## config.mk

```make
export PLATFORM = sky130hd
export DESIGN_NAME = crc_ch_buf_seq
export DESIGN_NICKNAME = d
export VERILOG_FILES = /design/src/rtl/crc_ch_buf_seq.sv
export SDC_FILE = /design/constraint.sdc
export NUM_CORES = 1
export LEC_CHECK = 0
export ABC_AREA = 1
export CAP_MARGIN = 10
export CORE_ASPECT_RATIO = 0.7
export CORE_UTILIZATION = 50
export CTS_CLUSTER_SIZE = 40
export DETAILED_ROUTE_END_ITERATION = 6
export PLACE_DENSITY = 0.76
export SETUP_SLACK_MARGIN = 0.3
export SYNTH_ARGS = -nofsm -noshare
export SYNTH_HDL_FRONTEND = slang
export SYNTH_SLANG_ARGS = --single-unit
```

## constraint.sdc

```tcl
create_clock -name clk_crc_h -period 2.4 [get_ports clk_crc_h]
set_clock_uncertainty 0.05 [all_clocks]
set_input_delay 0.48 -clock clk_crc_h [delete_from_list [all_inputs] [get_ports clk_crc_h]]
set_output_delay 0.48 -clock clk_crc_h [all_outputs]
set_load 0.02 [all_outputs]
```

## src/rtl/crc_ch_buf_seq.sv

```systemverilog
// Channel data buffer sequencer: arbitrates MB writes against CBUS reads
// on the single-port buffer and keeps the circular pointers and count.
module crc_ch_buf_seq #(
    parameter int ADR_W       = 7,
    parameter int HOLD_CYCLES = 1
) (
    input  logic             clk_crc_h,
    input  logic             crc_reset_h,
    input  logic             mb_wr_req_h,
    input  logic             cbus_rd_req_h,
    input  logic             ch_reverse_h,
    input  logic             buf_clr_h,
    output logic [ADR_W-1:0] crc_ch_buf_adr_h,
    output logic             ch_buf_wr_l,
    output logic             crc_buf_mb_sel_h,
    output logic             crc_cbus_out_hold_h,
    output logic             mb_wr_ack_h,
    output logic             cbus_rd_ack_h,
    output logic [ADR_W:0]   buf_count_h,
    output logic             buf_empty_h,
    output logic             buf_full_h,
    output logic             ch_buf_ovf_h
);

    typedef enum logic [1:0] {IDLE, MB_WR, CB_RD, CB_HOLD} state_t;

    localparam logic [ADR_W:0] DEPTH     = {1'b1, {ADR_W{1'b0}}};
    localparam logic [1:0]     HOLD_LAST = 2'(HOLD_CYCLES - 1);

    state_t           state_q;
    logic [ADR_W-1:0] wr_ptr_q, rd_ptr_q, adr_q;
    logic [ADR_W-1:0] wr_ptr_d, rd_ptr_d;
    logic [ADR_W:0]   cnt_q;
    logic [1:0]       hold_cnt_q;
    logic             dir_q, ovf_q, last_wr_q;

    logic full, empty, wr_elig, rd_elig, grant_wr, grant_rd, hold_last;

    assign full      = (cnt_q == DEPTH);
    assign empty     = (cnt_q == '0);
    assign wr_elig   = mb_wr_req_h & ~full;
    assign rd_elig   = cbus_rd_req_h & ~empty;
    // Round robin: on contention the side not served last wins.
    assign grant_wr  = wr_elig & (~rd_elig | ~last_wr_q);
    assign grant_rd  = rd_elig & ~grant_wr;
    assign hold_last = (hold_cnt_q == HOLD_LAST);

    assign wr_ptr_d = dir_q ? wr_ptr_q - 1'b1 : wr_ptr_q + 1'b1;
    assign rd_ptr_d = dir_q ? rd_ptr_q - 1'b1 : rd_ptr_q + 1'b1;

    always_ff @(posedge clk_crc_h) begin
        if (crc_reset_h) begin
            state_q    <= IDLE;
            wr_ptr_q   <= '0;
            rd_ptr_q   <= '0;
            adr_q      <= '0;
            cnt_q      <= '0;
            hold_cnt_q <= '0;
            dir_q      <= 1'b0;
            ovf_q      <= 1'b0;
            last_wr_q  <= 1'b0;
        end else if (buf_clr_h) begin
            state_q    <= IDLE;
            wr_ptr_q   <= '0;
            rd_ptr_q   <= '0;
            adr_q      <= '0;
            cnt_q      <= '0;
            hold_cnt_q <= '0;
            dir_q      <= ch_reverse_h;
            ovf_q      <= 1'b0;
        end else begin
            case (state_q)
                IDLE: begin
                    if (empty)
                        dir_q <= ch_reverse_h;
                    if (mb_wr_req_h && full)
                        ovf_q <= 1'b1;
                    if (grant_wr) begin
                        state_q   <= MB_WR;
                        adr_q     <= wr_ptr_q;
                        last_wr_q <= 1'b1;
                    end else if (grant_rd) begin
                        state_q   <= CB_RD;
                        adr_q     <= rd_ptr_q;
                        last_wr_q <= 1'b0;
                    end
                end
                MB_WR: begin
                    wr_ptr_q <= wr_ptr_d;
                    cnt_q    <= cnt_q + 1'b1;
                    state_q  <= IDLE;
                end
                CB_RD: begin
                    hold_cnt_q <= '0;
                    state_q    <= CB_HOLD;
                end
                CB_HOLD: begin
                    if (hold_last) begin
                        rd_ptr_q <= rd_ptr_d;
                        cnt_q    <= cnt_q - 1'b1;
                        state_q  <= IDLE;
                    end else begin
                        hold_cnt_q <= hold_cnt_q + 1'b1;
                    end
                end
                default: state_q <= IDLE;
            endcase
        end
    end

    assign crc_ch_buf_adr_h    = adr_q;
    assign ch_buf_wr_l         = (state_q != MB_WR);
    assign crc_buf_mb_sel_h    = (state_q == MB_WR);
    assign crc_cbus_out_hold_h = (state_q == CB_HOLD);
    // An aborting clear or reset suppresses the ack of the cycle it lands in.
    assign mb_wr_ack_h   = (state_q == MB_WR) & ~buf_clr_h & ~crc_reset_h;
    assign cbus_rd_ack_h = (state_q == CB_HOLD) & hold_last
                           & ~buf_clr_h & ~crc_reset_h;
    assign buf_count_h   = cnt_q;
    assign buf_empty_h   = empty;
    assign buf_full_h    = full;
    assign ch_buf_ovf_h  = ovf_q;

endmodule

```

==> results.txt, run 1 <==
Hold Crit Class: reg2reg
Die Y-Extent: 60.4 um
Area post-placement: 2800 um2
Static leakage: 1.46 nW
Worst-margin pin slew: 0.348 ns
1st-pass router iterations: 5
Status: completed
Worst hold margin: 0.413 ns
Most common flop cell mapped by yosys: dfxtp_1
Clk root buf: clkbuf_8
Gate Count Post-Synth: 367
Sequential group share of total power: 0.424
Ant diodes: 0
Final nets: 425
Net Switching: 0.416 mW
Most frequent cells in the layout: nand2_1, inv_1, dfxtp_1, a21oi_1, nand3_1
Antenna violations before repair: 0
Hpwl dp: 4.58 mm
Core footprint: 4500 um2
Slew Viols, Final: 0
CTS Hold Bufs: 0
Clk buf depth: 2
Syn_area_per_cell: 6.63 um2
Final instance area: 2930 um2
Number of flops mapped to enable cells by yosys: 0
Layout Utilization: 0.651
Vias in the first global route: 1,962
Slowest Stage Delay on Critical Path: 0.43 ns
CTS tree: built
Synth cell types: 35
Largest area contributor in the netlist: dfxtp_1
Internal power: 1.08 mW
WL final: 6.03 mm
Worst-path fanout max: 5
Commonest non-fill, non-tap cell in the layout: nand2_1
Drt via density: 5.26
Peak supply drop: 0.300 mV
I/O Buffers: 28
Sw Share: 0.278
Later-pin clock latency in the skew report: 0.30 ns
Top-area cell type share of the netlist area: 0.296
CP Cell Sequence: clkdlybuf4s50_1 > nor2_2 > inv_2 > nor2_1 > clkbuf_2
Total GRT Usage: 0.251
Req. time, crit path: 1.87 ns
Clock sink total: 36
Fmax: 493 MHz
DRT antenna net count: 0
Drt wl/cell: 13.1 um
Gate power share: 0.178
CP endpoint kind: output port
Mapped Nets: 387
Power Density: 512 nW/um2
Fillers: 404
Clk pwr share: 0.398
Num CTS Buffers: 5
Final hold vios: 0
Die X: 85.4 um
Unrepaired setup endpoints after global routing: false
Area contributors post-synth: dfxtp_1, nand2_1, inv_1
Vias: 2,426
Area grow syn2layout: 20.4%
GP Congestion: 0.903
Pin count of the biggest net entering global routing: 20
Initial Util: 0.541
CP max-delay cell: clkdlybuf4s50_1
Seq/Total Area, Yosys: 0.296
Final Cycle Share: 0.845
CP arrival: 1.50 ns
Maxcap violations: 0
Share of cells above drive strength 1: 0.128
Final setup violation count: 0
Crit path kind: in2out
Type of origin of the critical path: primary input
Fin crit period: 2.03 ns
FFs w/ async S/R, synth: 0
DR DRC count: 0
Seq cells post-synth: 36
Drt first-iter violations: 163
Headroom to the max-slew limit: 0.767
Remaining global-route overflow: 0
CTS clk-pin slew, worst paths: 0.07 ns
Yosys warns: 0
DIE AREA: 5160 um2
Max H-tree Level: 2
Mapped cell area: 2430 um2
Row Count: 20
First-pass GRT wire length: 9.82 mm
# IOs: 29
state kept, by name (all words and copies together), names as in the netlist:
| name | count |
|---|---|
| buf_count_h | 8 |
| crc_ch_buf_adr_h | 7 |
| rd_ptr_q | 7 |
| wr_ptr_q | 7 |
| hold_cnt_q | 2 |
| state_q | 2 |
| ch_buf_ovf_h | 1 |
| dir_q | 1 |
| last_wr_q | 1 |
per-stage QoR:
stage	instances	setup TNS (ns)	worst slack [ns]	total power, mW
floorplan	367	0	0.669	0.828
global placement	452	-0.196	-0.127	0.908
detailed placement	452	-0.211	-0.137	0.913
CTS	461	0	0.225	1.51
global route	461	0	0.313	1.57
finish	461	0	0.373	1.50
logic make-up after synthesis:
family                     synth area share
adders and majority gates            0.0781
buffers and inverters                 0.132
DFF                                   0.296
xor gates and xnor gates             0.0288
and+or+nand+nor                       0.314
AOI/OAI and AO/OA                     0.151
power groups by stage:
stage                     clock network, mW  registers (mW)  logic (mW)
after detailed placement                  0           0.650       0.263
after floorplan                           0           0.656       0.173
after CTS                             0.608           0.635       0.264
after global routing                  0.635           0.638       0.298
final                                 0.596           0.636       0.267
after global placement                    0           0.650       0.259
synth_stat cells, types with 6 or more instances:
cell,instances
a21oi_1,33
nand3_1,32
ha_1,12
nor2_1,32
inv_2,6
nand2_2,10
nand2_1,72
inv_1,59
dfxtp_1,36
o21ai_0,21
xor2_1,7
nand4_1,8
area by class of cell:
type	instances	area, um2	area share
Clock inverter	1	30.0	0.0102
Sequential cell	36	728	0.248
Clock buffer	7	96.3	0.0329
Multi-Input combinational cell	256	1400	0.478
Tap cell	55	68.8	0.0235
Inverter	67	259	0.0883
Timing Repair Buffer	39	347	0.118
metal layers:
metal	track usage	vias up	routed length (um)
met5	0	-	0
met4	0.0643	0	59
met3	0.0476	8	408
met2	0.341	93	2290
met1	0.401	1061	3280
li1	-	1264	-
worst max-delay path: cells and delay by family:
| kind | cells | cell delay (ns) |
|---|---|---|
| buffers and inverters | 3 | 0.71 |
| and+or+nand+nor | 2 | 0.30 |
worst paths after layout:
path,slack (ns),endpoint,startpoint,depth (start not counted)
setup / recovery,0.37,mb_wr_ack_h,crc_reset_h,5
hold / removal,0.41,hold_cnt_q[1]$_SDFFE_PP0P_,hold_cnt_q[1]$_SDFFE_PP0P_,2
setup reg to reg,0.51,wr_ptr_q[6]$_SDFFE_PP0P_,dir_q$_SDFFE_PP0P_,9
hold reg to reg,0.41,hold_cnt_q[1]$_SDFFE_PP0P_,hold_cnt_q[1]$_SDFFE_PP0P_,2
repair_timing:
action                                  in CTS  in global routing
endpoints found under the hold margin        0                  0
setup buffers                                1                  0
endpoints found under the setup margin       7                  3
cloned                                       0                  0
resized for setup                           16                  4
No activity file was read; power rests on OpenSTA's default activity.
==> run 2: changes to the inputs <==
--- a/config.mk
+++ b/config.mk
@@ -11,7 +11,7 @@
 export CORE_UTILIZATION = 50
 export CTS_CLUSTER_SIZE = 40
 export DETAILED_ROUTE_END_ITERATION = 6
-export PLACE_DENSITY = 0.76
+export PLACE_DENSITY = 0.79
 export SETUP_SLACK_MARGIN = 0.3
 export SYNTH_ARGS = -nofsm -noshare
 export SYNTH_HDL_FRONTEND = slang
==> constraint.sdc (replaced) <==
create_clock -name clk_crc_h -period 1.7 [get_ports clk_crc_h]
set_clock_uncertainty 0.05 [all_clocks]
set_input_delay 0.34 -clock clk_crc_h [delete_from_list [all_inputs] [get_ports clk_crc_h]]
set_output_delay 0.34 -clock clk_crc_h [all_outputs]
set_load 0.02 [all_outputs]
==> results.txt, run 2 <==
Status: stopped before the end
Last stage: global routing
First Err: [ERROR DPL-0038] Utilization greater than 100%, impossible to legalize
Row Count: 20 (unchanged)
Syn_area_per_cell: 6.63 um2 (unchanged)
Pre-CTS setup slack: -0.612 ns (-0.475 ns)
Most common flop cell mapped by yosys: dfxtp_1
Most common cell in the netlist: nand2_1
CTS Hold Bufs: 0 (unchanged)
Max H-tree Level: 2 (unchanged)
Yosys warns: 0 (unchanged)
# IOs: 29 (unchanged)
Clk buf depth: 2 (unchanged)
Hpwl dp: 4.84 mm (+5.7%)
Pin count of the biggest net entering global routing: 20
Die X: 85.4 um (unchanged)
Clock sink total: 36 (unchanged)
Mapped Nets: 387 (unchanged)
I/O Buffers: 28 (unchanged)
FFs w/ async S/R, synth: 0 (unchanged)
Dpl cells: 476 (+5.3%)
Gate Count Post-Synth: 367 (unchanged)
Area post-placement: 3080 um2 (+10%)
Synth cell types: 35 (unchanged)
Number of flops mapped to enable cells by yosys: 0 (unchanged)
Seq cells post-synth: 36 (unchanged)
GP Congestion: 0.953 (+5.5%)
Num CTS Buffers: 5 (unchanged)
Die Y-Extent: 60.4 um (unchanged)
Seq/Total Area, Yosys: 0.296 (unchanged)
Area contributors post-synth: dfxtp_1, nand2_1, inv_1
Worst setup endpoint GRT: cbus_rd_ack_h
Largest area contributor in the netlist: dfxtp_1
Most instantiated cells after synthesis: nand2_1, inv_1, dfxtp_1
Initial Util: 0.541 (unchanged)
Kind of the worst endpoint: primary output
Mapped cell area: 2430 um2 (unchanged)
Clk root buf: clkbuf_8
Top-area cell type share of the netlist area: 0.296 (unchanged)
[run 2: cell counts after synthesis]
Identical to the previous run, type by type.
[run 2: cells by family after synthesis]
| group | share of synthesized area |
|---|---|
| buf+inv | 0.132 |
| compound gates | 0.151 |
| flops | 0.296 |
| xor+xnor | 0.0288 |
| fa+ha+maj | 0.0781 |
| simple gates | 0.314 |
[run 2: repair_timing]
| action | CTS |
|---|---|
| setup endpoints to repair | 50 |
| resized for setup | 181 |
| cloned | 2 |
| pin swaps | 55 |
| buffers inserted | 28 |
[run 2: stage by stage]
stage                     utilization  setup TNS, ns
after CTS                       0.838              0
after floorplan                     -              0
after detailed placement        0.683          -1.55
after global placement          0.683          -1.28
==> run 3: changes to the inputs <==
==> config.mk (replaced) <==
export PLATFORM = sky130hd
export DESIGN_NAME = crc_ch_buf_seq
export DESIGN_NICKNAME = d
export VERILOG_FILES = /design/src/rtl/crc_ch_buf_seq.sv
export SDC_FILE = /design/constraint.sdc
export NUM_CORES = 1
export LEC_CHECK = 0
export ABC_AREA = 1
export CAP_MARGIN = 10
export CORE_UTILIZATION = 35
export DETAILED_ROUTE_END_ITERATION = 6
export PLACE_DENSITY_LB_ADDON = 0.15
export SYNTH_ARGS = -nofsm -noshare
export SYNTH_HDL_FRONTEND = slang
export SYNTH_SLANG_ARGS = --single-unit
==> constraint.sdc (replaced) <==
create_clock -name clk_crc_h -period 2.2 [get_ports clk_crc_h]
set_clock_uncertainty 0.05 [all_clocks]
set_input_delay 0.44 -clock clk_crc_h [delete_from_list [all_inputs] [get_ports clk_crc_h]]
set_output_delay 0.44 -clock clk_crc_h [all_outputs]
set_load 0.02 [all_outputs]
==> results.txt, run 3 (synthesis gave the netlist of run 1 again) <==
Status: completed
Pin count of the biggest net entering global routing: 20
Remaining global-route overflow: 0
Vias: 2,337
Ant diodes: 0
DRT antenna net count: 0
Clk root buf: clkbuf_8
Vias in the first global route: 2,071
Drt first-iter violations: 120
RR Startpoint: dir_q$_SDFFE_PP0P_
R2r setup slk: 0.22 ns
Clock sink total: 36 (unchanged)
Most frequent cells in the layout: nand2_1, inv_1, dfxtp_1, a21oi_1, nand3_1
DIE AREA: 7290 um2
Antenna violations before repair: 0
CP endpoint kind: output port
I/O Buffers: 28 (unchanged)
Die X: 85.4 um (unchanged)
First-pass GRT wire length: 10.1 mm
Die Y-Extent: 85.4 um (+41%)
GP Congestion: 0.847 (-11%)
Drt wl/cell: 12.3 um
Hold depth: 1
Hold path endpoint: hold_cnt_q[0]$_SDFFE_PP0P_
Unrepaired setup endpoints after global routing: false
# IOs: 29 (unchanged)
Final nets: 427
Pre-CTS setup slack: -0.308 ns (+0.304 ns)
Initial Util: 0.360 (-0.180)
Hold Crit Class: reg2reg
Commonest non-fill, non-tap cell in the layout: nand2_1
CTS clk-pin slew, worst paths: 0.08 ns
Fillers: 698
Peak supply drop: 0.237 mV
Req. time, crit path: 1.71 ns
Worst-margin pin slew: 0.434 ns
Share of cells above drive strength 1: 0.120
Critical path startpoint: crc_reset_h
Maxcap violations: 0
Row Count: 30 (+50%)
CP arrival: 1.64 ns
Crit path kind: in2out
WL final: 5.98 mm
Register cell area after layout: 723 um2
Final setup violation count: 0
Setup tns final: 0 ns
Worst-path fanout max: 4
CTS tree: built
Fin crit period: 2.13 ns
Fmax: 469 MHz
Hold path start: hold_cnt_q[0]$_SDFFE_PP0P_
Final hold vios: 0
Max reg flops: 8
Area grow syn2layout: 20.9%
FF-to-FF path depth: 9
Core footprint: 6760 um2
Type of origin of the critical path: primary input
Later-pin clock latency in the skew report: 0.29 ns
Drt via density: 4.79
DR DRC count: 0
Total power: 1.48 mW
Worst Slack Setup Final: 0.0660 ns
1st-pass router iterations: 4
Max H-tree Level: 2 (unchanged)
Power Density: 505 nW/um2
Total GRT Usage: 0.174
FF-to-FF End: wr_ptr_q[3]$_SDFFE_PP0P_
Headroom to the max-slew limit: 0.709
Multi-input gate area: 1400 um2
Hpwl dp: 4.56 mm (-5.9%)
Final Cycle Share: 0.970
Post-CTS Setup Repair Bufs: 0 (-100%)
Clk buf depth: 2 (unchanged)
Num CTS Buffers: 5 (unchanged)
Slew Viols, Final: 0
Layout Utilization: 0.436
Static leakage: 1.44 nW
-- run 3: worst max path at each step --
stage,end,cells past startpoint
2_1_floorplan,wr_ptr_q[6]$_SDFFE_PP0P_,9
3_3_place_gp,cbus_rd_ack_h,5
3_5_place_dp,cbus_rd_ack_h,5
4_1_cts,mb_wr_ack_h,5
5_1_grt,crc_cbus_out_hold_h,4
6_report,mb_wr_ack_h,5
-- run 3: stage by stage --
step           hold slack (ns)  instances  area [um2]
3_5_place_dp             0.394        480        2850
6_report                 0.407        488        2940
3_3_place_gp             0.386        480        2850
4_1_cts                  0.405        488        2940
5_1_grt                  0.434        488        2940
2_1_floorplan            0.372        367        2430
-- run 3: final cells by class --
class	count	area share
Clock buffer	8	0.0306
Sequential cell	36	0.246
Inverter	67	0.0880
Timing Repair Buffer	41	0.128
Multi-Input combinational cell	256	0.474
Tap cell	80	0.0340
-- run 3: per-layer routing --
metal | part of all wire | wire length [um] | global-route usage | up-vias
met5 | 0 | 0 | 0 | -
met4 | 0.010 | 60 | 0.0455 | 0
met3 | 0.043 | 255 | 0.0350 | 6
met2 | 0.42 | 2510 | 0.267 | 37
met1 | 0.53 | 3160 | 0.249 | 1038
li1 | - | - | - | 1256
-- run 3: worst max-delay path, stage by stage --
cell	delay, ns
clkdlybuf4s50_1	0.44
nor2_2	0.19
inv_1	0.11
nor2_1	0.14
clkdlybuf4s15_1	0.32
-- run 3: timing repair --
item / CTS / global route
hold endpoints to repair: 0 / 0
hold buffers: 0 / 0
cloned: 0 / 0
endpoints found under the setup margin: 6 / 3
gates resized for setup: 9 / 2
-- run 3: report_power, final --
group	total, mW	switching, mW	internal [mW]
registers	0.693	0.0220	0.671
logic	0.292	0.180	0.112
clock network	0.500	0.244	0.256
total	1.48	0.446	1.04
==> run 4: changes to the inputs <==
--- a/config.mk
+++ b/config.mk
@@ -7,6 +7,7 @@
 export LEC_CHECK = 0
 export ABC_AREA = 1
 export CAP_MARGIN = 10
+export CORE_ASPECT_RATIO = 1.75
 export CORE_UTILIZATION = 35
 export DETAILED_ROUTE_END_ITERATION = 6
 export PLACE_DENSITY_LB_ADDON = 0.15
==> constraint.sdc (replaced) <==
create_clock -name clk_crc_h -period 1.75 [get_ports clk_crc_h]
set_clock_uncertainty 0.05 [all_clocks]
set_input_delay 0.35 -clock clk_crc_h [delete_from_list [all_inputs] [get_ports clk_crc_h]]
set_output_delay 0.35 -clock clk_crc_h [all_outputs]
set_load 0.02 [all_outputs]
==> results.txt, run 4 (synthesis gave the netlist of run 1 again) <==
Headroom to the max-slew limit: 0.806 (+0.0965)
DRT antenna net count: 0 (unchanged)
Vias: 2,473 (+5.8%)
Core footprint: 6640 um2 (-1.8%)
Clk root buf: clkbuf_16
Status: completed
Gate power share: 0.203 (+0.006)
Fin crit period: 1.71 ns
Antenna violations before repair: 0 (unchanged)
Most frequent cells in the layout: nand2_1, inv_1, buf_4, a21oi_1, nand3_1
Area grow syn2layout: 35.8%
Final Cycle Share: 0.976
Static leakage: 1.69 nW (+17%)
Hpwl dp: 5.15 mm (+13%)
Pin count of the biggest net entering global routing: 20 (unchanged)
Net Switching: 0.607 mW (+36%)
GP Congestion: 0.757 (-11%)
Final setup violation count: 0 (unchanged)
1st-pass router iterations: 4 (unchanged)
First-pass GRT wire length: 11.0 mm (+9.3%)
Worst-margin pin slew: 0.289 ns (-0.146 ns)
Max H-tree Level: 2 (unchanged)
Clk pwr share: 0.396 (+0.059)
Power Density: 652 nW/um2 (+29%)
Sequential group share of total power: 0.401 (-0.066)
WL final: 6.52 mm (+8.9%)
CTS Hold Bufs: 0 (unchanged)
Crit path kind: in2out
Hold Crit Class: reg2reg
CTS clk-pin slew, worst paths: 0.05 ns (-0.03 ns)
CP endpoint kind: output port
Slew Viols, Final: 0 (unchanged)
Drt wl/cell: 12.6 um (+2.6%)
Remaining global-route overflow: 0 (unchanged)
Drt via density: 4.77 (-0.31%)
Die Y-Extent: 112 um (+32%)
I/O Buffers: 28 (unchanged)
Max reg flops: 8 (unchanged)
Vias in the first global route: 2,473 (+19%)
Sw Share: 0.282 (-0.0186)
DIE AREA: 7310 um2 (+0.18%)
DR DRC count: 0 (unchanged)
Req. time, crit path: 1.35 ns (-0.36 ns)
Initial Util: 0.367 (+0.00652)
Share of cells above drive strength 1: 0.232 (+0.112)
Clk buf depth: 2 (unchanged)
Fmax: 586 MHz
# IOs: 29 (unchanged)
Type of origin of the critical path: primary input
Maxcap violations: 0 (unchanged)
Total GRT Usage: 0.197 (+0.0224)
Area post-placement: 3050 um2 (+6.9%)
Row Count: 39 (+30%)
Final instance area: 3310 um2 (+12%)
Clock sink total: 36 (unchanged)
Peak supply drop: 0.525 mV (+120%)
Final hold vios: 0 (unchanged)
Die X: 65.1 um (-24%)
Internal power: 1.55 mW (+49%)
CP arrival: 1.31 ns (-0.33 ns)
Worst Slack Setup Final: 0.0426 ns (-0.0234 ns)
Commonest non-fill, non-tap cell in the layout: nand2_1
Pre-CTS setup slack: -0.516 ns (-0.208 ns)
Drt first-iter violations: 91 (-24%)
Worst-path fanout max: 4 (unchanged)
CTS tree: built
Ant diodes: 0 (unchanged)
Later-pin clock latency in the skew report: 0.28 ns (about the same)
Final nets: 456 (+6.8%)
Num CTS Buffers: 5 (unchanged)
run 4: changes by cell type in the layout (fill, tap and decap cells not counted), moves of 4 or more:
cell	before	now
buf_4	13	41
clkbuf_16	0	5
clkbuf_8	6	0
clkdlybuf4s50_1	23	14
ha_1	12	8
nand2_1	72	68
nand2_2	10	14
nor2_1	31	27
run 4: metrics by stage:
step | power (mW) | std cells | utilization | TNS [ns] | hold WS, ns
floorplan | 1.14 | 367 | - | 0 | 0.372
CTS | 2.17 | 515 | 0.480 | 0 | 0.416
finish | 2.16 | 518 | 0.498 | 0 | 0.409
global placement | 1.30 | 508 | 0.459 | -1.31 | 0.399
detailed placement | 1.30 | 508 | 0.459 | -1.27 | 0.408
global route | 2.27 | 518 | 0.498 | -0.0124 | 0.449
run 4: layer usage:
metal | GRT usage | vias up | wire length (um)
met4 | 0.0913 | 0 | 220
met5 | 0 | - | 0
li1 | - | 1315 | -
met2 | 0.394 | 44 | 3750
met3 | 0.0244 | 16 | 147
met1 | 0.187 | 1098 | 2400
run 4: layout make-up:
type / instances / area [um2]
Multi-Input combinational cell: 256 / 1470
Fill cell: 716 / 3330
Sequential cell: 36 / 732
Timing Repair Buffer: 70 / 604
Tap cell: 82 / 103
Clock buffer: 6 / 129
Inverter: 67 / 262
Clock inverter: 1 / 5.00
run 4: critical path, cell delays in order:
cell,delay [ns]
clkdlybuf4s50_1,0.44
nor2_2,0.15
inv_2,0.09
nor2_2,0.13
buf_4,0.15
run 4: worst paths after layout:
kind / from / end / slack (ns) / cells past startpoint
hold / removal: hold_cnt_q[1]$_SDFFE_PP0P_ / hold_cnt_q[1]$_SDFFE_PP0P_ / 0.41 / 2
hold reg to reg: hold_cnt_q[1]$_SDFFE_PP0P_ / hold_cnt_q[1]$_SDFFE_PP0P_ / 0.41 / 2
setup / recovery: crc_reset_h / mb_wr_ack_h / 0.04 / 5
setup reg to reg: dir_q$_SDFFE_PP0P_ / rd_ptr_q[6]$_SDFFE_PP0P_ / 0.11 / 9
run 4: timing repair:
action | CTS | global route
buffers inserted | 0 | 3
resized for setup | 35 | 30
pin swaps | 0 | 7
setup endpoints to repair | 14 | 19
hold endpoints to repair | 0 | 0
run 4: power by group through the flow:
stage	Clock [mW]	Combinational [mW]	Sequential, mW
after floorplan	0	0.237	0.899
after global placement	0	0.420	0.880
after detailed placement	0	0.422	0.881
after CTS	0.883	0.421	0.863
after global routing	0.919	0.490	0.866
final	0.854	0.438	0.863
